==> src/rtl/gate_truth_table_sequencer.sv <==
// Steps a 3-input gate through all eight input vectors, samples its output after a settle
// delay and compares the collected truth table against EXPECTED.
module gate_truth_table_sequencer #(
  parameter int unsigned SETTLE_CYCLES = 2,
  parameter logic [7:0]  EXPECTED      = 8'b0111_1111
) (
  input  logic       clk,
  input  logic       rst_n,
  input  logic       start,
  output logic       gate_a,
  output logic       gate_b,
  output logic       gate_c,
  input  logic       gate_d,
  output logic       busy,
  output logic       done,
  output logic       pass,
  output logic [7:0] result_vector,
  output logic [7:0] fail_mask
);

  typedef enum logic [1:0] {IDLE, SETTLE, SAMPLE, DONE} state_t;

  // Counter runs from SETTLE_CYCLES-1 down to 0, so SETTLE lasts SETTLE_CYCLES cycles.
  localparam logic [3:0] CNT_LOAD = 4'(SETTLE_CYCLES - 1);

  state_t     state, state_nxt;
  logic [2:0] idx;
  logic [3:0] cnt;
  logic [7:0] res_final;

  always_comb begin
    state_nxt      = state;
    res_final      = result_vector;
    res_final[idx] = gate_d;
    case (state)
      IDLE, DONE: if (start) state_nxt = SETTLE;
      SETTLE:     if (cnt == 4'd0) state_nxt = SAMPLE;
      SAMPLE:     state_nxt = (idx == 3'd7) ? DONE : SETTLE;
      default:    state_nxt = IDLE;
    endcase
  end

  always_ff @(posedge clk or negedge rst_n) begin
    if (!rst_n) state <= IDLE;
    else        state <= state_nxt;
  end

  always_ff @(posedge clk or negedge rst_n) begin
    if (!rst_n) begin
      idx           <= 3'd0;
      cnt           <= 4'd0;
      result_vector <= 8'h00;
      fail_mask     <= 8'h00;
      pass          <= 1'b0;
    end else begin
      case (state)
        IDLE, DONE: begin
          if (start) begin
            idx           <= 3'd0;
            cnt           <= CNT_LOAD;
            result_vector <= 8'h00;
            fail_mask     <= 8'h00;
            pass          <= 1'b0;
          end
        end
        SETTLE: if (cnt != 4'd0) cnt <= cnt - 4'd1;
        SAMPLE: begin
          result_vector <= res_final;
          if (idx == 3'd7) begin
            pass      <= (res_final == EXPECTED);
            fail_mask <= res_final ^ EXPECTED;
          end else begin
            idx <= idx + 3'd1;
            cnt <= CNT_LOAD;
          end
        end
        default: ;
      endcase
    end
  end

  // Status and gate drive decode straight from state so reset clears them immediately.
  assign busy = (state == SETTLE) || (state == SAMPLE);
  assign done = (state == DONE);
  assign {gate_a, gate_b, gate_c} = busy ? idx : 3'b000;

endmodule

==> config.mk <==
export PLATFORM = sky130hd
export DESIGN_NAME = gate_truth_table_sequencer
export DESIGN_NICKNAME = d
export VERILOG_FILES = /design/src/rtl/gate_truth_table_sequencer.sv
export SDC_FILE = /design/constraint.sdc
export NUM_CORES = 1
export LEC_CHECK = 0
export CAP_MARGIN = 20
export CORE_MARGIN = 2
export CORE_UTILIZATION = 45
export CTS_BUF_LIST = sky130_fd_sc_hd__clkbuf_8
export CTS_CLUSTER_DIAMETER = 150
export CTS_CLUSTER_SIZE = 8
export DETAILED_ROUTE_END_ITERATION = 16
export GPL_ROUTABILITY_DRIVEN = 0
export PLACE_DENSITY = 0.69
export REMOVE_ABC_BUFFERS = 1
export SETUP_SLACK_MARGIN = 0.3
export SLEW_MARGIN = 25
export SYNTH_ARGS = -nofsm -noshare
export SYNTH_HDL_FRONTEND = slang
export SYNTH_SLANG_ARGS = --single-unit
==> constraint.sdc <==
create_clock -name clk -period 2 [get_ports clk]
set_input_delay 0.4 -clock clk [delete_from_list [all_inputs] [get_ports clk]]
set_output_delay 0.4 -clock clk [all_outputs]
set_load 0.03 [all_outputs]
Word-level counts from Yosys, hierarchy flattened:

Index checks and enable logic that the tools add are counted.

* bits in registers: 26
* input bits: 4
* output and inout bits: 22
* word-level logic and storage cells: 55

* add/subtract/negate cells: 2
* $lt $le $gt $ge: 2
* eq/ne operators: 10
* mux-type cells: 22
* bitwise operators: 1
* reductions and logical operators: 12

Operator list (count)
* case mux 8 bit (2 select lines): 2
* 2-to-1 mux 8 bit: 2
* 2-to-1 mux 4 bit: 3
* case mux 4 bit (3 select lines): 1
* != test 2 bit (second input constant): 5
* 2-to-1 mux 3 bit: 3
* AND reduction 3 bit: 3
* bitwise mux 8 bit: 1
* equality test 8 x 7 -> 1 bit (second input constant): 1
* inverter 7 bit: 1
* 2-to-1 mux 2 bit: 3
* case mux 2 bit (3 select lines): 1
* case mux 3 bit (2 select lines): 1
* equality test 2 bit (second input constant): 2
* logical NOT 4 bit: 1
* less-than comparator 3 x 4 -> 1 bit (second input constant): 1
* AND reduction 2 bit: 2
* nonzero test 4 bit: 1
* subtractor 4 x 1 -> 4 bit (second input constant): 1
* adder 3 x 1 -> 3 bit (second input constant): 1
* demux 1 bit (select 3 bit): 1
* equality test 3 bit (second input constant): 1
* greater-or-equal comparator 3 x 1 -> 1 bit (second input constant): 1
* 2-to-1 mux 1 bit: 3
* 7 further kinds: 7

Depth between registers and ports, before layout:

* depth in word-level cells: 8
* gate-level depth with buffers: 7

Least setup slack after synthesis:

No wires, ideal clock.

* path type: reg-to-output
* start: register state[0]
* end: output port gate_a
* data arrival time: 1.424 ns
* data required time: 1.600 ns
* path slack: 0.176 ns
* stages on the path, launching flop included: 5
* buffers on the path: 1
* path through: dfrtp_1 -> inv_1 -> ha_1 -> clkbuf_1 -> nor2b_1

* longest elaborated chain between the ends: 3
* elaborated cells between the ends (all ways): 4
* those cells by class: 2 x eq/ne; 1 x mux; 1 x reduce/logical

Ends and longest elaborated chain
* start, declared: line 26 `state_t state, state_nxt;`
* start signal, assigned: line 45 `else state <= state_nxt;`
* equality test 2 x 1 -> 1 bit / equality test 2 bit (equally long branches): line 83 `assign busy = (state == SETTLE) || (state == SAMPLE);`
* logical OR 1 bit (*): line 83
* 2-to-1 mux 3 bit (*): line 85 `assign {gate_a, gate_b, gate_c} = busy ? idx : 3'b000;`
* end, declared: line 10 `output logic gate_a,`

Every way passes the cells marked *; elsewhere a longest branch is shown, timed or not.

Final worst setup path:

* start: register state[1]
* end: output port gate_a

Same word-level chain as after synthesis.

==> metrics.txt <==
final setup TNS=0 ns; Leak Pwr=around 1.1 nW; ANT nets after route=0; total wire length=4.44 mm; mapped cell area=0.00161 mm2; commonest cells after routing, fill and taps aside=dfrtp_1, buf_4, dlygate4sd2_1; Seq/Total Area, Yosys=40.4%; drt first pass iters=4; DIE AREA=about 0.0041 mm2; worst slew pin tran=~0.38 ns; DR WL/cell=between 15 and 20 um; CP endpoint kind=output port; Inst Count DP=around 250; pwr dens=around 1000 mW/mm2; crit-path max FO=4; main flop type after synthesis=dfrtp_1; Syn Inst Count=170; Final Non-Filler Cells=about 260; # rows=21; H-tree depth=1; Fill cells=300; normalized max-slew margin=roughly 74%; leading area contributor after synthesis=dfrtp_1; Storage cell area=652 um2; Avg Cell Area, Syn=9.46 um2; Synth Area in Simple Gates=about 15%; number of flops mapped to enable cells by yosys=0; largest family of logic cells by synthesized area=compound AO/OA/AOI/OAI gates; Util after Layout=roughly 63%; Final Hold Fails=0; CTS buffer count=3; Clk Latency, worst-skew pair=between 0.2 and 0.3 ns; # setup viols final=0; Reg clk slew, reported paths=~0.090 ns; DRC=0; layout cells sized above 1=25.4%; 1st-iter DRT viols=between 60 and 70; Die Wd=between 60 and 70 um; Max Transition Viols Final=0; peak supply drop=776 uV; crit path from=state[1]$_DFFE_PN0P_; via count=roughly 1,500; largest net degree at the start of global routing=27; DR vias/cell=~6; number of global-route vias before repair=between 1,500 and 2,000; CTS sink count=26; fin nets=~230; fin crit share=roughly 89%; status=complete, no violations; R2R setup slack=0.28 ns; first-pass GRT wire length=between 7 and 8 mm; Global Route Usage Sum=a little under a quarter; HPWL Detailed=a little under 3 mm; top post-synthesis cells by area=dfrtp_1, o21ai_0, ha_1; reg2reg start=idx[1]$_DFFE_PN0P_; Buffers on Ports=25; initial core utilization=47.5%; Synth Area in Compound Gates=between 20 and 30%; Max-Cap Viols=0; Yosys cell types=40; crit start category=flip-flop; Yosys top cell area share=between 40% and 50%; Synth Register Bits=26; area of the multi-input gates=940 um2; post-synthesis adder-cell area fraction=slightly above 6%; post-synthesis xor/xnor area fraction=0%; initial antenna violation count=0; CTS Buffer Depth=2; WP data arrival=roughly 1.4 ns; WP data required=1.60 ns; Clock Skews=between 0.004 and 0.005 ns; fmax=~560 MHz; r2r endpoint=fail_mask[4]$_DFFE_PN0P_; Area Overhead vs Synth=33.0%; CTS tree=built; Core Box Area=around 0.0034 mm2; DIE HEIGHT=around 64 um; CP Class=reg -> out; HP Class=in -> async; root buf cell=clkbuf_8; synth warn=0; global-route congestion overflow total=0; multiplexer share of the synthesized area=under 10%; I/O pin count=26; r2r worst-path depth=7; RSZ-0062 raised after global routing=true; Inserted Diodes=0; commonest non-fill, non-tap cell in the layout=dfrtp_1; share of async-settable or async-resettable flops after synthesis=100%; fin crit period=1.77 ns
-- synthesized netlist by cell type, drive strengths merged (2+ instances only) --
cell type	instances
a21o	3
a21oi	6
a22o	2
a22oi	6
a31oi	2
a32o	3
a32oi	2
buf	4
clkbuf	6
dfrtp	26
ha	8
inv	8
mux2	3
mux2i	8
nand2	15
nand3	2
nand3b	4
nor2	4
nor2b	8
nor3	2
nor3b	3
o21a	4
o21ai	21
o22ai	4
o31ai	7
-- cells by family after synthesis --
family                   Yosys count
flip-flops                        26
AND/OR/NAND/NOR                   44
buffers and inverters             19
multiplexers                      11
AO/OA/AOI/OAI                     62
adder cells (fa/ha/maj)            8
-- through the flow --
stage	hold slack [ns]	power, W	instance area [um2]	setup WS (ns)
floorplan	0.104	0.00119	1560	0.0854
global placement	0.492	0.00150	1970	0.240
detailed placement	0.500	0.00154	1970	0.190
CTS	0.518	0.00202	2080	0.219
global route	0.525	0.00230	2140	0.170
finish	0.502	0.00217	2140	0.227
-- critical path, cell delays in order, from the launching register on --
cell     delay, ns
dfrtp_1       0.43
ha_4          0.27
buf_6         0.13
nor2b_1       0.11
buf_4         0.17
-- sequential cells by signal, indices dropped and copies added (netlist names) --
register       cells
pass               1
result_vector      8
fail_mask          8
idx                3
state              2
cnt                4
-- layout make-up --
| type | instances | area share, % |
|---|---|---|
| Inverter | 9 | 1.58 |
| Clock buffer | 4 | 2.57 |
| Sequential cell | 26 | 30.5 |
| Timing Repair Buffer | 49 | 18.8 |
| Multi-Input combinational cell | 125 | 43.9 |
| Tap cell | 46 | 2.69 |
-- report_power, final --
group | total [W] | internal, W | leakage (nW) | switching (W)
registers | 0.000630 | 0.000583 | 0.353 | 0.0000472
logic | 0.00119 | 0.000508 | 0.700 | 0.000680
clock network | 0.000352 | 0.000176 | 0.0288 | 0.000175
-- metal layers --
| metal | global-route usage [%] | wire length, um |
|---|---|---|
| met3 | 2.82 | 239 |
| met2 | 38.4 | 2180 |
| met1 | 31.0 | 1980 |
| met5 | 0 | 0 |
| met4 | 6.79 | 40 |
-- worst max path at each step --
stage                                to  slack, ns  cells past startpoint
2_1_floorplan          pass$_DFFE_PN0P_       0.09                      5
3_3_place_gp           pass$_DFFE_PN0P_       0.24                      4
3_5_place_dp   fail_mask[0]$_DFFE_PN0P_       0.19                      5
4_1_cts                          gate_c       0.22                      4
5_1_grt                          gate_a       0.17                      5
6_report                         gate_a       0.23                      4
-- repair_timing --
item                                    CTS  global route
pin swaps                                 1             3
gates cloned                              0             1
setup buffers                             6             2
hold buffers                              0             0
resized for setup                        28            22
endpoints found under the setup margin   35            23
Note: power is estimated with default switching activity, not from simulation.
